[config.mk]
export PLATFORM = sky130hd
export DESIGN_NAME = streebog_core_subtractor
export DESIGN_NICKNAME = d
export VERILOG_FILES = /design/src/rtl/streebog_core_subtractor.sv
export SDC_FILE = /design/constraint.sdc
export NUM_CORES = 2
export LEC_CHECK = 0
export ABC_CLOCK_PERIOD_IN_PS = 5590
export BUFFER_PORTS_ARGS = -buffer_cell sky130_fd_sc_hd__clkbuf_2
export CORE_AREA = 2 2 597 599
export DETAILED_ROUTE_END_ITERATION = 10
export DIE_AREA = 0 0 599 601
export PLACE_DENSITY = 0.48
export SYNTH_ARGS = -nofsm -noshare
export SYNTH_HDL_FRONTEND = slang
export SYNTH_SLANG_ARGS = --single-unit
export TNS_END_PERCENT = 20
[constraint.sdc]
create_clock -name clk -period 5.59 [get_ports clk]
set_clock_uncertainty 0.1 [all_clocks]
set_input_delay 0.559 -clock clk [delete_from_list [all_inputs] [get_ports clk]]
set_output_delay 0.559 -clock clk [all_outputs]
set_load 0.05 [all_outputs]
[src/rtl/streebog_core_subtractor.sv]
`default_nettype none
// ============================================================================
// Module   : streebog_core_subtractor
// Brief    : Iterative modular subtractor, diff = (x - y) mod 2^WIDTH.
//            One LIMB-bit limb per clock with a registered borrow, so no
//            wide carry chain is built. The ena/rdy handshake matches the
//            companion 512-bit modular adder, so this block can undo its
//            accumulator updates.
// Revision : 1.0 - initial release
// ============================================================================
module streebog_core_subtractor #(
    parameter int WIDTH = 512,
    parameter int LIMB  = 32
) (
    input  logic             clk,
    input  logic             rst,
    input  logic             ena,
    output logic             rdy,
    input  logic [WIDTH-1:0] x,
    input  logic [WIDTH-1:0] y,
    output logic [WIDTH-1:0] diff,
    output logic             wrap
);

    localparam int c_nlimb = WIDTH / LIMB;
    localparam int c_cw    = (c_nlimb > 1) ? $clog2(c_nlimb) : 1;
    localparam logic [c_cw-1:0] c_last_limb = c_cw'(c_nlimb - 1);
    localparam logic [c_cw-1:0] c_cnt_one   = c_cw'(1);

    typedef enum logic [0:0] {
        S_IDLE = 1'b0,
        S_BUSY = 1'b1
    } state_t;

    state_t            r_state_q,  w_state_d;
    logic [WIDTH-1:0]  r_xs_q,     w_xs_d;
    logic [WIDTH-1:0]  r_ys_q,     w_ys_d;
    logic [WIDTH-1:0]  r_acc_q,    w_acc_d;
    logic [c_cw-1:0]   r_cnt_q,    w_cnt_d;
    logic              r_borrow_q, w_borrow_d;
    logic [WIDTH-1:0]  r_diff_q,   w_diff_d;
    logic              r_wrap_q,   w_wrap_d;

    // Limb difference: bit LIMB of the result is the borrow out of this limb.
    logic [LIMB:0]     w_sub;
    // Current limb result placed at the MSB end, ready to be ORed into acc.
    logic [WIDTH-1:0]  w_limb_ext;

    assign w_sub = {1'b0, r_xs_q[LIMB-1:0]}
                 - {1'b0, r_ys_q[LIMB-1:0]}
                 - {{LIMB{1'b0}}, r_borrow_q};

    assign rdy  = (r_state_q == S_IDLE);
    assign diff = r_diff_q;
    assign wrap = r_wrap_q;

    // Next-state logic: capture on accept, then one limb per BUSY cycle.
    always_comb begin
        w_state_d  = r_state_q;
        w_xs_d     = r_xs_q;
        w_ys_d     = r_ys_q;
        w_acc_d    = r_acc_q;
        w_cnt_d    = r_cnt_q;
        w_borrow_d = r_borrow_q;
        w_diff_d   = r_diff_q;
        w_wrap_d   = r_wrap_q;
        w_limb_ext = '0;
        w_limb_ext[WIDTH-1 -: LIMB] = w_sub[LIMB-1:0];

        case (r_state_q)
            S_IDLE: begin
                if (ena) begin
                    w_xs_d     = x;
                    w_ys_d     = y;
                    w_cnt_d    = '0;
                    w_borrow_d = 1'b0;
                    w_state_d  = S_BUSY;
                end
            end
            S_BUSY: begin
                w_xs_d     = r_xs_q >> LIMB;
                w_ys_d     = r_ys_q >> LIMB;
                w_acc_d    = (r_acc_q >> LIMB) | w_limb_ext;
                w_borrow_d = w_sub[LIMB];
                w_cnt_d    = r_cnt_q + c_cnt_one;
                // Publish only the complete result; the MSB-limb borrow is
                // dropped from diff and reported on wrap instead.
                if (r_cnt_q == c_last_limb) begin
                    w_diff_d  = (r_acc_q >> LIMB) | w_limb_ext;
                    w_wrap_d  = w_sub[LIMB];
                    w_cnt_d   = '0;
                    w_state_d = S_IDLE;
                end
            end
            default: begin
                w_state_d = S_IDLE;
            end
        endcase
    end

    // State registers; reset aborts any operation in flight.
    always_ff @(posedge clk) begin
        if (rst) begin
            r_state_q  <= S_IDLE;
            r_xs_q     <= '0;
            r_ys_q     <= '0;
            r_acc_q    <= '0;
            r_cnt_q    <= '0;
            r_borrow_q <= 1'b0;
            r_diff_q   <= '0;
            r_wrap_q   <= 1'b0;
        end else begin
            r_state_q  <= w_state_d;
            r_xs_q     <= w_xs_d;
            r_ys_q     <= w_ys_d;
            r_acc_q    <= w_acc_d;
            r_cnt_q    <= w_cnt_d;
            r_borrow_q <= w_borrow_d;
            r_diff_q   <= w_diff_d;
            r_wrap_q   <= w_wrap_d;
        end
    end

endmodule
`default_nettype wire

==> flow_summary.toml <==
[min_path]
hp-class = "input port to flip-flop"
hp-start = "x[2]"

[route]
viasPerCell = 4.40
drc = 0
drt_iter0_markers = 5662
via_count = 74117
wl_um = 370000
wl_per_cell_um = 22.0
dr.pass1.iters = 6
antenna_left = 0

[cells_and_area]
syn2layout_area_growth_pct = 38.0
fillerInstances = 37875
regArea_um2 = 40500
stdcell_area_um2 = 113000
drive_above_1_share = 0.168
multi_input_area_um2 = 37900
fin_nets = 12910
final_util = 0.318

[yosys]
synth_edf_count = 0
synth_fa_ha_area_frac = 0.0101
synthesis.area_um2 = 81600
synth_top_family_by_area = "multiplexers"
synth_compound_area_frac = 0.103
synth_cells = 9623
synthSimpleGateAreaFrac = 0.166
synth.area.mux_share = 0.182
async_flop_share = 0
synth.distinct_cells = 60
synthXorXnorAreaFrac = 0.00311
yosys_register_bits = 2023
synthesis.nets = 10715
avgSynthCellArea_um2 = 8.48
synth-main-ff-cell = "dfxtp_1"
yosys_warnings = 0
synth_seq_area_share = 0.496

[clocking]
htreeDepth = 4
numCtsBuffers = 236
cts_tree = "built"
cts_root_buf = "clkbuf_16"
cts.repair.resized = 0
cts.sinks = 2023
clock_path_buffers = 4
holdBufCountCts = 1067
clk_pin_slew_ns = 0.06
postCtsSetupRepairBufs = 0
clk_latency_ns = 0.92

[pwr]
p_int_mw = 26.5
clkPwrFrac = 0.451
powerDensity_nw_per_um2 = 321
ir_drop_v = 0.000305
switching_share = 0.266
pwr-share-comb = 0.121
leakagePower_nw = 48.6
seq_power_share = 0.428
power.switching_mw = 9.59

[worst_setup_path]
r2r_end = "r_ys_q[144]"
crit_path_end_kind = "flip-flop"
path_class = "flip-flop to flip-flop"
crit_end = "r_ys_q[144]"
path_max_fanout = 108
crit_arrival_ns = 4.10
cp-start-kind = "flip-flop"
setup.worst_path.start = "r_state_q"
r2r_cells = 6
crit_required_ns = 6.29
ff2ff_setup_slack_ns = 2.19
reg2reg_from = "r_state_q"

[floorplan]
rows = 219
die_y_um = 601
dieArea_um2 = 360000
io_pins = 1541
start_util = 0.231
dieWidth_um = 599
core_area_um2 = 354000

[placed_design]
dp_hpwl_um = 279000
placed_cell_area_um2 = 93500
port_buffers = 1540
place_congestion = 0.901

[sta]
post-route-min-period_ns = 3.40
final-max-slew-violation-count = 0
worst_pin_slew_ns = 1.16
max_freq_mhz = 294
finalHoldViolCount = 0
grt_setup_unrepaired = "no"
fin_setup_tns_ns = 0
slew-limit-headroom = 0.228
period_share = 0.609
setup_viol = 0

[grt]
grt_max_degree = 251
grt_overflow = 0
antenna_found_initial = 138
gr-usage-all-layers = 0.195
grt_pass1_wl_um = 513000
grt_pass1_vias = 69074

[run_status]
outcome = "complete, no violations"

[run]
timing.max_cap.violations = 0
layout by cell type, fill, tap and decap left out, drive strengths merged, types with 11 or more instances in the layout:
cell type / instances
buf: 84
clkbuf: 1900
mux2i: 1484
xnor2: 18
a211oi: 20
dlygate4sd3: 1067
ha: 63
nand2: 1019
clkinv: 40
diode: 97
nor3: 13
nand3: 13
inv: 116
nor2: 2487
o21ai: 29
xor2: 11
dfxtp: 2023
a21oi: 1499
bufinv: 21
per-layer routing:
layer	part of all wire	wire length, µm	GRT usage	vias to the layer above
li1	-	-	-	36593
met5	0.0011	395	0	-
met4	0.049	18300	0.0866	60
met2	0.49	180000	0.337	2142
met3	0.055	20500	0.0348	606
met1	0.41	151000	0.236	34716
through the flow:
step                      std cells  setup slack [ns]  hold WS [ns]  power [mW]
final                         16862              2.19        0.0893        36.1
after global routing          16822              1.99        0.0708        37.6
after CTS                     16765              2.28        0.0154        36.5
after global placement        15264              2.49         0.338        19.4
after floorplan                9623              2.86         0.331        18.0
after detailed placement      15264              2.47         0.344        19.4
power by group through the flow:
stage	clock, mW	combinational, mW	sequential (mW)
2_1_floorplan	0	2.53	15.4
3_3_place_gp	0	3.63	15.8
3_5_place_dp	0	3.63	15.8
4_1_cts	16.7	4.37	15.5
5_1_grt	17.3	4.80	15.5
6_report	16.3	4.37	15.5
sequential cells by signal (all words and copies together), names as in the netlist:
register    flops
r_state_q       1
wrap            1
r_ys_q        512
r_borrow_q      1
r_acc_q       480
diff          512
r_cnt_q         4
r_xs_q        512
worst max-delay path: stages (launching register included):
cell and delay [ns]:
dfxtp_4 0.53, buf_4 0.69, buf_4 0.91, nor2_1 0.15
a21oi_1 0.18, nor2_1 0.06, dlygate4sd3_1 0.57
Yosys cell counts (all sizes together), types with 4 or more instances:
master,instances,area share
a31oi,9,0.0010
xor2,11,0.0012
nor3b,4,0.00037
a21oi,1499,0.092
nor3,13,0.00080
nand3,13,0.00080
ha,63,0.0097
nor2,2487,0.11
a22o,10,0.0011
xnor2,18,0.0019
mux2i,1484,0.18
nand2,1019,0.047
and3,8,0.00061
clkbuf,584,0.027
o211ai,6,0.00061
o31ai,4,0.00043
dfxtp,2023,0.50
inv,107,0.0049
nand4,8,0.00061
o21ai,29,0.0020
a211oi,20,0.0018
a21o,10,0.00092
buf,148,0.0076
area by class of cell:
type                       instances  area share
antenna                           97     0.00216
clock buffer                     362      0.0628
clock inverter                    72     0.00956
inverter                         107     0.00357
multi-input combinational       6761       0.337
sequential                      2023       0.360
tap                             4751      0.0528
timing repair buffer            2689       0.173
how the worst min path moves through the flow:
stage	end	slack, ns	cells past startpoint
6_report	r_xs_q[2]	0.09	5
5_1_grt	r_xs_q[56]	0.07	5
4_1_cts	r_ys_q[66]	0.02	5
3_5_place_dp	diff[491]	0.34	2
3_3_place_gp	diff[491]	0.34	2
2_1_floorplan	diff[0]	0.33	2
cell families after synthesis:
logic type | after synthesis
compound gates | 1617
xor+xnor | 29
fa+ha+maj | 65
buf+inv | 839
flops | 2023
mux | 1484
simple gates | 3566
No activity file was read; power rests on OpenSTA's default activity.
